<file path="src/rtl/freq_sel_pkg.sv">
// Shared widths, FSM state encoding and select helper for the VCO divider
// tap-select sequencer.
package freq_sel_pkg;
   localparam int unsigned FSEL_W = 4;
   localparam int unsigned DIV_W  = 15;
   localparam int unsigned HOLD_W = 4;

   typedef enum logic [1:0] {
      IDLE,
      DRAIN,
      SETTLE,
      ACK
   } state_t;

   function automatic logic [FSEL_W-1:0] max_sel(input logic [FSEL_W-1:0] a,
                                                  input logic [FSEL_W-1:0] b);
      return (a > b) ? a : b;
   endfunction
endpackage

</file>
<file path="src/rtl/sel_boundary_det.sv">
// Flags the divider-counter cycle after which both the old and new taps
// restart a period together (low max(sel_a, sel_b) counter bits all ones).
module sel_boundary_det
   import freq_sel_pkg::*;
(
   input  logic [FSEL_W-1:0] sel_a,
   input  logic [FSEL_W-1:0] sel_b,
   input  logic [DIV_W-1:0]  div_cnt,
   output logic              bnd
);
   logic [FSEL_W-1:0] m;
   logic [DIV_W-1:0]  mask;

   always_comb begin
      m    = max_sel(sel_a, sel_b);
      // m=0 gives an empty mask (always a boundary); m=15 covers every bit
      mask = ~({DIV_W{1'b1}} << m);
      bnd  = &(div_cnt | ~mask);
   end
endmodule

</file>
<file path="src/rtl/freq_sel_ctrl.sv">
// Glitch-free tap-select sequencer: gates the divided clock off, commits the
// new select on a shared counter wrap, holds off, then re-enables and acks.
module freq_sel_ctrl
   import freq_sel_pkg::*;
#(
   parameter logic [FSEL_W-1:0] RST_SEL  = 4'd6,
   parameter int unsigned       HOLD_CYC = 2
)(
   input  logic              Fin,
   input  logic              Resetn,
   input  logic              sel_req,
   input  logic [FSEL_W-1:0] sel_new,
   input  logic [DIV_W-1:0]  div_cnt,
   output logic [FSEL_W-1:0] Fsel,
   output logic              gate_en,
   output logic              sel_ack,
   output logic              busy
);
   state_t            state_q;
   logic [FSEL_W-1:0] fsel_q;
   logic [FSEL_W-1:0] cap_q;
   logic [HOLD_W-1:0] hold_q;
   logic [HOLD_W-1:0] hold_d;
   logic              gate_q;
   logic              ack_q;
   logic              busy_q;
   logic              armed_q;
   logic              bnd;

   sel_boundary_det u_bnd (
      .sel_a   (fsel_q),
      .sel_b   (cap_q),
      .div_cnt (div_cnt),
      .bnd     (bnd)
   );

   always_comb hold_d = hold_q - HOLD_W'(1);

   always_ff @(posedge Fin or negedge Resetn) begin
      if (!Resetn) begin
         state_q <= IDLE;
         fsel_q  <= RST_SEL;
         cap_q   <= RST_SEL;
         hold_q  <= '0;
         gate_q  <= 1'b1;
         ack_q   <= 1'b0;
         busy_q  <= 1'b0;
         armed_q <= 1'b1;
      end else begin
         ack_q <= 1'b0;
         // Re-arm only after the requester has been seen low once
         if (!sel_req) armed_q <= 1'b1;
         case (state_q)
            IDLE: begin
               if (sel_req && armed_q) begin
                  cap_q   <= sel_new;
                  armed_q <= 1'b0;
                  busy_q  <= 1'b1;
                  if (sel_new == fsel_q) begin
                     ack_q   <= 1'b1;
                     state_q <= ACK;
                  end else begin
                     gate_q  <= 1'b0;
                     state_q <= DRAIN;
                  end
               end
            end
            DRAIN: begin
               if (bnd) begin
                  fsel_q  <= cap_q;
                  hold_q  <= HOLD_W'(HOLD_CYC);
                  state_q <= SETTLE;
               end
            end
            SETTLE: begin
               hold_q <= hold_d;
               if (hold_d == '0) begin
                  gate_q  <= 1'b1;
                  ack_q   <= 1'b1;
                  state_q <= ACK;
               end
            end
            ACK: begin
               busy_q  <= 1'b0;
               state_q <= IDLE;
            end
            default: state_q <= IDLE;
         endcase
      end
   end

   assign Fsel    = fsel_q;
   assign gate_en = gate_q;
   assign sel_ack = ack_q;
   assign busy    = busy_q;
endmodule

</file>
<file path="config.mk">
export PLATFORM = sky130hd
export DESIGN_NAME = freq_sel_ctrl
export DESIGN_NICKNAME = d
export VERILOG_FILES = /design/src/rtl/freq_sel_pkg.sv /design/src/rtl/sel_boundary_det.sv /design/src/rtl/freq_sel_ctrl.sv
export SDC_FILE = /design/constraint.sdc
export NUM_CORES = 1
export LEC_CHECK = 0
export CAP_MARGIN = 25
export CORE_MARGIN = 1.5
export CORE_UTILIZATION = 51
export DETAILED_ROUTE_END_ITERATION = 10
export GPL_TIMING_DRIVEN = 0
export PLACE_DENSITY = 0.81
export SYNTH_ARGS = -nofsm -noshare
export SYNTH_HDL_FRONTEND = slang
export SYNTH_SLANG_ARGS = --single-unit
</file>
<file path="constraint.sdc">
create_clock -name Fin -period 4.67 [get_ports Fin]
set_clock_uncertainty 0.2 [all_clocks]
set_input_delay 0.934 -clock Fin [delete_from_list [all_inputs] [get_ports Fin]]
set_output_delay 0.934 -clock Fin [all_outputs]
set_load 0.005 [all_outputs]
</file>
# [Word level (Yosys, flattened, before mapping)]
# Cells that the tools add are included.
[op_classes] add_sub_neg=1 multipliers=0 n_div=0 n_lt_le_gt_ge=1 eq_ne=8 n_shift=1 mux=21 bitwise=3 reduce_logical=13
[op_table] op="NOT 15 bit" count=2
[op_table] op="AND reduction 16 bit" count=1
[op_table] op="bitwise OR 15 bit" count=1
[op_table] op="AND reduction 15 bit" count=1
[op_table] op="left shift 15 x 4 -> 15 bit, first input constant" count=1
[op_table] op="two-way mux 1 bit" count=10
[op_table] op="two-way mux 2 bit" count=4
[op_table] op="two-way mux 4 bit" count=2
[op_table] op="inequality test 2 bit, second input constant" count=4
[op_table] op="one-hot mux 2 bit (4 select lines)" count=1
[op_table] op="one-hot mux 4 bit (2 select lines)" count=1
[op_table] op="one-hot mux 1 bit (2 select lines)" count=3
[op_table] op="AND reduction 2 bit" count=3
[op_table] op="nonzero test 2 bit" count=3
[op_table] op="== test 2 bit, second input constant" count=2
[op_table] op="== test 4 bit" count=1
[op_table] op="greater-than comparator 4 bit" count=1
[op_table] op="logical NOT 4 bit" count=1
[op_table] op="AND reduction 4 bit" count=1
[op_table] op="subtractor 4 x 1 -> 4 bit, second input constant" count=1
[op_table] op="AND reduction 3 bit" count=1
[op_table] op="== test 2 x 1 -> 1 bit, second input constant" count=1
[op_table] op="logical NOT 2 bit" count=1
[op_table] op="logical AND 1 bit" count=1
[word_totals] reg_bits=18 latchBits=0 ramBits=0 rom_bits=0 inputBits=22 out_inout_bits=7 elab_cells=56 mem_count=0

# [Depth between registers and ports, before layout]
# Gate-level depths: netlist (run 1).
[logic_depth] depth_word=9 ltp_mapped=14 depth_no_buf=11

# [By module]
# From an unflattened synthesis (run 1), not the netlist that was laid out.
[unflattened] cells_unflattened=148 area_unflattened_um2=1415.1
[by_module_without_submodules] module="freq_sel_ctrl" instances=1 cells_per_inst=87 area_each_um2=959.7 seq_area_each_um2=457.9
[by_module_without_submodules] module="sel_boundary_det" instances=1 cells_per_inst=61 area_each_um2=455.4 seq_area_each_um2=0.0

# [Worst setup path before layout (run 1)]
# No wires, ideal clock.
[synth_timing] path_type="reg2reg" from="register cap_q[2]" to="register state_q[1]" arrival_ns=3.042 t_required_ns=4.342 slack_ns=1.300 path_stages_with_launch=11 n_path_buf=1 synth_period_minus_slack_ns=3.370 path_cell_list="dfstp_2 -> clkbuf_1 -> inv_1 -> ha_1 -> and4_1 -> a21oi_4 -> mux2_2 -> o311ai_0 -> a31oi_1 -> nor2b_1 -> mux2_1"
[synth_between] elab_chain_cells=9
[synth_rtl] item="start: declaration" line_no="freq_sel_ctrl.sv:21" text="logic [FSEL_W-1:0] cap_q;"
[synth_rtl] item="start signal: assignment" line_no="freq_sel_ctrl.sv:56" text="cap_q <= sel_new;"
[synth_rtl] item="greater-than comparator 4 bit" line_no="freq_sel_pkg.sv:17" text="return (a > b) ? a : b;"
[synth_rtl] item="two-way mux 4 bit *" line_no="freq_sel_pkg.sv:17"
[synth_rtl] item="left shift 15 x 4 -> 15 bit *" line_no="sel_boundary_det.sv:17" text="mask = ~({DIV_W{1'b1}} << m);"
[synth_rtl] item="NOT 15 bit *" line_no="sel_boundary_det.sv:17"
[synth_rtl] item="NOT 15 bit *" line_no="sel_boundary_det.sv:18" text="bnd = &(div_cnt | ~mask);"
[synth_rtl] item="bitwise OR 15 bit *" line_no="sel_boundary_det.sv:18"
[synth_rtl] item="AND reduction 15 bit *" line_no="sel_boundary_det.sv:18"
[synth_rtl] item="inequality test 2 bit (no line) *"
[synth_rtl] item="AND reduction 3 bit (no line) *"
[synth_rtl] item="end signal: assignment" line_no="freq_sel_ctrl.sv:41" text="state_q <= IDLE;"
[synth_rtl] item="end signal: assignment" line_no="freq_sel_ctrl.sv:61" text="state_q <= ACK;"
[synth_rtl] item="end signal: assignment" line_no="freq_sel_ctrl.sv:64" text="state_q <= DRAIN;"
[synth_rtl] item="end: declaration" line_no="freq_sel_ctrl.sv:19" text="state_t state_q;"
# Every way passes the cells marked *; elsewhere a longest branch is shown, timed or not.
# A chain may end at the register's enable or synchronous reset.

# [Worst setup path in the final report (run 1)]
# Ends and elaborated chain as after synthesis.

==> flow_metrics.env, run 1 <==
export IMPL_status="finished, final reports clean"
export IMPL_area_growth_pct=25.7
export IMPL_drive_above_1_share=0.152
export IMPL_cts_root_buf="clkbuf_4"
export IMPL_r2r_end="state_q[1]"
export IMPL_numCtsBuffers=3
export IMPL_clkSinkCount=18
export IMPL_grt_max_degree=19
export IMPL_synth_edf_count=0
export IMPL_power_density_nw_per_um2=722
export IMPL_r2r_setup_slack_ns=0.70
export IMPL_worstPathMaxFanout=10
export IMPL_fin_tns_setup_ns=0
export IMPL_ant_nets=0
export IMPL_p_leak_nw=0.750
export IMPL_yosys_area_top_type="dfrtp_1"
export IMPL_fin_crit_sh=0.849
export IMPL_seq_area_frac_synth=0.332
export IMPL_async_flop_share=1.00
export IMPL_fmaxAchievable_ghz=0.252
export IMPL_grt_pass1_vias=1213
export IMPL_gr_total_overflow=0
export IMPL_postCtsHoldBufs=0
export IMPL_path_class="reg2reg"
export IMPL_fin_area_sq_um=1730
export IMPL_setup_viol=0
export IMPL_met3_usage=0.0376
export IMPL_antenna_found_initial=0
export IMPL_worst_pin_slew_ns=0.791
export IMPL_drt_wl_total_microns=3330
export IMPL_crit_start="cap_q[2]"
export IMPL_drtIter0Drc=44
export IMPL_row_count=18
export IMPL_crit_arrival_ns=3.97
export IMPL_vias=1244
export IMPL_ys_ff_latch=18
export IMPL_multiInputGateArea_sq_um=832
export IMPL_startpoint_type="flop"
export IMPL_yosys_most_used_dff="dfrtp_1"
export IMPL_syn_mean_instance_area_sq_um=9.45
export IMPL_power_mw=1.25
export IMPL_syn_nets=178
export IMPL_final_hold_viol_count=0
export IMPL_place_area_sq_um=1700
export IMPL_layout_common_cells="clkdlybuf4s50_1, inv_1, dfrtp_1, ha_1"
export IMPL_core_area_sq_um=2520
export IMPL_worstPathRequired_ns=4.67
export IMPL_slew_violations=0
export IMPL_wl_per_cell_microns=16.0
export IMPL_met2_usage=0.464
export IMPL_worstSetupEndpoint="state_q[1]"
export IMPL_die_w_microns=55.0
export IMPL_drc=0
export IMPL_num_nets_final=211
export IMPL_grt_pass1_wl_microns=5140
export IMPL_ys_top_cells_by_area="dfrtp_1, dfstp_2, ha_1"
export IMPL_rr_worst_depth=10
export IMPL_max_cap_violations=0
export IMPL_syn_area_sq_um=1380
export IMPL_cts_resized=0
export IMPL_clk_latency_ns=0.30
export IMPL_worst_setup_path_end_kind="flop"
export IMPL_htreeDepth=1
export IMPL_grt_busiest_layer="met2"
export IMPL_peakVddDrop_mv=0.516
export IMPL_cts_tree="built"
export IMPL_seqCellArea_sq_um=458
export IMPL_rr_startpoint="cap_q[2]"
export IMPL_die_height_microns=55.0
export IMPL_diodes=0
export IMPL_grt_usage=0.241
export IMPL_io_pins=29
export IMPL_min_path_type="reg2reg"
export IMPL_fin_crit_ns=3.97
export IMPL_relSlewSlack=0.471
export IMPL_nFillCells=207
export IMPL_vias_per_cell=5.98
export IMPL_port_buffers=28
export IMPL_initial_core_util=0.547
export IMPL_ys_warn_count=0
export IMPL_cts_setup_buffers=0
export IMPL_synthDistinctLibCells=44
export IMPL_netlist_instances=146
export IMPL_layout_cells_most_common="clkdlybuf4s50_1"
export IMPL_grt_setup_unrepaired="false"
export IMPL_use_met1=0.259
export IMPL_place_hpwl_microns=2500
export IMPL_die_area_sq_um=3030
export IMPL_synth_top_area_frac=0.218
export IMPL_gp_congestion=0.826
export IMPL_drtPass1Iterations=4
export IMPL_path_clk_slew_ns=0.11
export IMPL_cts_buffer_depth=2
==> registers in the layout (all words and copies together) (netlist names) <==
| signal | count |
|---|---|
| Fsel | 4 |
| cap_q | 4 |
| hold_q | 4 |
| state_q | 2 |
| armed_q | 1 |
| busy | 1 |
| gate_en | 1 |
| sel_ack | 1 |
==> worst max-delay path: stages, from the launching register on <==
cell and delay (ns):
dfstp_2 0.53, clkbuf_1 0.31, inv_1 0.17, ha_1 0.33, and4_1 0.24, a21oi_4 0.30
mux2_2 0.42, o311ai_0 0.46, a31oi_1 0.29, nor2b_1 0.26, mux2_1 0.35
==> kinds of logic (layout without fill, tap and decap cells) <==
logic type / after synthesis / in the layout / share of synthesized area
simple gates: 38 / 38 / 0.145
compound gates: 40 / 40 / 0.220
buf+inv: 21 / 53 / 0.0653
xor+xnor: 4 / 4 / 0.0254
flops: 18 / 18 / 0.332
mux: 15 / 15 / 0.121
fa+ha+maj: 10 / 10 / 0.0907
==> cell usage after synthesis, types with 2 or more instances <==
cell type,instances
a211o_1,2
a21boi_0,2
a21oi_1,8
a21oi_4,2
a22o_1,2
a31oi_1,2
and4_1,2
clkbuf_1,4
dfrtp_1,12
dfstp_2,6
ha_1,10
inv_1,15
mux2_2,9
mux2i_1,4
nand2_1,9
nand2b_1,3
nand4_1,2
nor2_1,8
nor2b_1,3
nor3_1,5
o21ai_0,9
or4_1,2
xnor2_1,4
==> metal layers <==
layer,vias up,share of wire,wire [microns]
met5,-,0,0
met4,0,0.0069,23
li1,595,-,-
met2,43,0.50,1660
met1,602,0.44,1480
met3,4,0.052,172
==> area by class of cell <==
cell class	count	share of cell area
Multi-Input combinational cell	107	0.480
Tap cell	30	0.0216
Buffer	6	0.0195
Clock buffer	4	0.0209
Sequential cell	18	0.264
Inverter	15	0.0325
Timing Repair Buffer	28	0.162
==> stage by stage <==
step | setup slack, ns | hold slack (ns) | util | cells
global route | 0.462 | 0.340 | 0.688 | 208
detailed placement | 0.770 | 0.284 | 0.673 | 204
global placement | 0.864 | 0.265 | 0.673 | 204
floorplan | 1.30 | 0.269 | - | 146
finish | 0.704 | 0.300 | 0.688 | 208
CTS | 0.711 | 0.309 | 0.688 | 208
==> where the power goes <==
group          switching [mW]  internal [mW]
combinational           0.428          0.400
sequential             0.0824          0.243
clock                  0.0512         0.0476
total                   0.562          0.691
==> worst min-delay path by stage <==
stage	end	from	slack [ns]	depth (start not counted)
6_report	busy	busy	0.30	2
4_1_cts	busy	busy	0.31	2
3_5_place_dp	busy	busy	0.28	2
2_1_floorplan	busy	busy	0.27	2
5_1_grt	armed_q	armed_q	0.34	2
3_3_place_gp	busy	busy	0.27	2
Note: power is estimated with default switching activity, not from simulation.
==> run 2: changes to the inputs <==
- clock period: 4.67 -> 4 ns (I/O delays scaled with it)
==> run 2 against run 1 <==
Against the previous run:
- via count down 0.16%
- global-route usage unchanged
- largest cell class unchanged
- routed wire length up 0.27%
- final cell count down 0.96%
- first-iteration DRC count down 18%
- setup slack worse by 0.33 ns
- register-to-register slack worse by 0.33 ns
- total power up 18%
==> flow_metrics.env, run 2 (same netlist as run 1, synthesis figures left out) <==
export IMPL_grt_pass1_vias=1213
export IMPL_peakVddDrop_mv=0.607
export IMPL_dp_slack_ns=0.100
export IMPL_drc=0
export IMPL_max_cap_violations=0
export IMPL_worstPathRequired_ns=4.00
export IMPL_drtIter0Drc=36
export IMPL_io_pins=29
export IMPL_num_nets_final=209
export IMPL_cts_resized=0
export IMPL_min_path_type="reg2reg"
export IMPL_max_stage_delay_ns=0.64
export IMPL_clk_latency_ns=0.30
export IMPL_die_height_microns=55.0
export IMPL_die_area_sq_um=3030
export IMPL_die_w_microns=55.0
export IMPL_diodes=0
export IMPL_r2r_end="state_q[1]"
export IMPL_crit_chain="inv_1 > ha_1 > and4_1 > a21oi_4 > buf_4 > nor3_1 > o31a_1 > o41ai_2 > a31oi_2 > nor2b_1 > mux2_1"
export IMPL_drive_above_1_share=0.159
export IMPL_cts_tree="built"
export IMPL_rr_worst_depth=11
export IMPL_setup_viol=0
export IMPL_numCtsBuffers=3
export IMPL_nFillCells=206
export IMPL_routed_top_layer="met4"
export IMPL_path_clk_slew_ns=0.11
export IMPL_wl_met2_microns=1650
export IMPL_slowest_stage="dfstp_2"
export IMPL_clkSinkCount=18
export IMPL_final_hold_viol_count=0
export IMPL_grt_pass1_wl_microns=5140
export IMPL_fin_crit_sh=0.906
export IMPL_min_path_cells=2
export IMPL_core_area_sq_um=2520
export IMPL_rr_startpoint="cap_q[2]"
export IMPL_power_density_nw_per_um2=852
export IMPL_cts_setup_buffers=0
export IMPL_initial_core_util=0.547
export IMPL_cts_buffer_depth=2
export IMPL_worst_setup_path_end_kind="flop"
export IMPL_grt_setup_unrepaired="false"
export IMPL_gp_congestion=0.826
export IMPL_area_growth_pct=25.6
export IMPL_crit_start="cap_q[2]"
export IMPL_antenna_found_initial=0
export IMPL_startpoint_type="flop"
export IMPL_crit_arrival_ns=3.63
export IMPL_gr_total_overflow=0
export IMPL_r2r_setup_slack_ns=0.37
export IMPL_layout_cells_most_common="clkdlybuf4s50_1"
export IMPL_drt_wl_total_microns=3340
export IMPL_hold_end="busy"
export IMPL_slew_violations=0
export IMPL_port_buffers=28
export IMPL_ant_nets=0
export IMPL_setup_ws_ns=0.374
export IMPL_place_hpwl_microns=2500
export IMPL_fmaxAchievable_ghz=0.276
export IMPL_status="finished, final reports clean"
export IMPL_vias_per_cell=6.03
export IMPL_power_mw=1.48
export IMPL_seqCellArea_sq_um=458
export IMPL_row_count=18
export IMPL_fin_tns_setup_ns=0
export IMPL_crit_buf_inv=2
export IMPL_drt_met1_wl_microns=1430
export IMPL_grt_max_degree=19
export IMPL_wl_per_cell_microns=16.2
export IMPL_fin_crit_ns=3.63
export IMPL_met3WireLength_microns=206
export IMPL_grt_usage=0.241
export IMPL_cts_root_buf="clkbuf_4"
export IMPL_drtPass1Iterations=4
export IMPL_layout_common_cells="clkdlybuf4s50_1, inv_1, dfrtp_1, ha_1"
export IMPL_htreeDepth=1
export IMPL_postCtsHoldBufs=0
export IMPL_vias=1242
export IMPL_p_leak_nw=0.749
export IMPL_relSlewSlack=0.473
export IMPL_critPathTopFamily="compound AO/OA/AOI/OAI gates"
export IMPL_worst_pin_slew_ns=0.788
export IMPL_path_class="reg2reg"
export IMPL_worstPathMaxFanout=10
export IMPL_min_from="busy"
export IMPL_multiInputGateArea_sq_um=838
## run 2: cell count changes in the layout (fill, tap and decap cells not counted)
| cell | previous run | this run |
|---|---|---|
| clkbuf_1 | 4 | 2 |
| o311ai_0 | 1 | 0 |
| o311ai_1 | 0 | 1 |
| a31oi_2 | 0 | 1 |
| a31oi_1 | 2 | 1 |
## run 2: worst max-delay path by stage
stage                 endpoint  slack [ns]  cells past startpoint
global route        state_q[1]        0.22                     11
CTS                 state_q[1]        0.04                     10
global placement    state_q[1]        0.19                     10
floorplan           state_q[1]        0.63                     10
detailed placement  state_q[1]        0.10                     10
finish              state_q[1]        0.37                     11
## run 2: worst register-to-register path: stages, from the launching register on
cell     delay [ns]
dfstp_2        0.64
inv_1          0.12
ha_1           0.32
and4_1         0.24
a21oi_4        0.30
buf_4          0.25
nor3_1         0.06
o31a_1         0.28
o41ai_2        0.31
a31oi_2        0.21
nor2b_1        0.24
mux2_1         0.35
## run 2: through the flow
step / cell area [sq um] / cells / util / hold WS (ns)
global placement: 1700 / 204 / 0.673 / 0.265
finish: 1730 / 206 / 0.687 / 0.300
floorplan: 1380 / 146 / - / 0.269
detailed placement: 1700 / 204 / 0.673 / 0.284
global route: 1730 / 206 / 0.687 / 0.340
CTS: 1730 / 208 / 0.688 / 0.309
## run 2: power by group
group	switching (mW)	leakage [nW]	internal, mW	total [mW]
Sequential	0.119	0.208	0.285	0.405
Clock	0.0601	0.0210	0.0556	0.116
Combinational	0.489	0.519	0.468	0.956
## run 2: layout make-up
class / instances / share of cell area
sequential: 18 / 0.264
clock buffer: 4 / 0.0209
tap: 30 / 0.0217
inverter: 15 / 0.0325
timing repair buffer: 28 / 0.162
buffer: 4 / 0.0152
multi-input combinational: 107 / 0.484
## run 2: metal layers
| layer | GRT usage | up-vias |
|---|---|---|
| met2 | 0.464 | 48 |
| li1 | - | 588 |
| met1 | 0.259 | 598 |
| met4 | 0.0935 | 0 |
| met3 | 0.0376 | 8 |
| met5 | 0 | - |
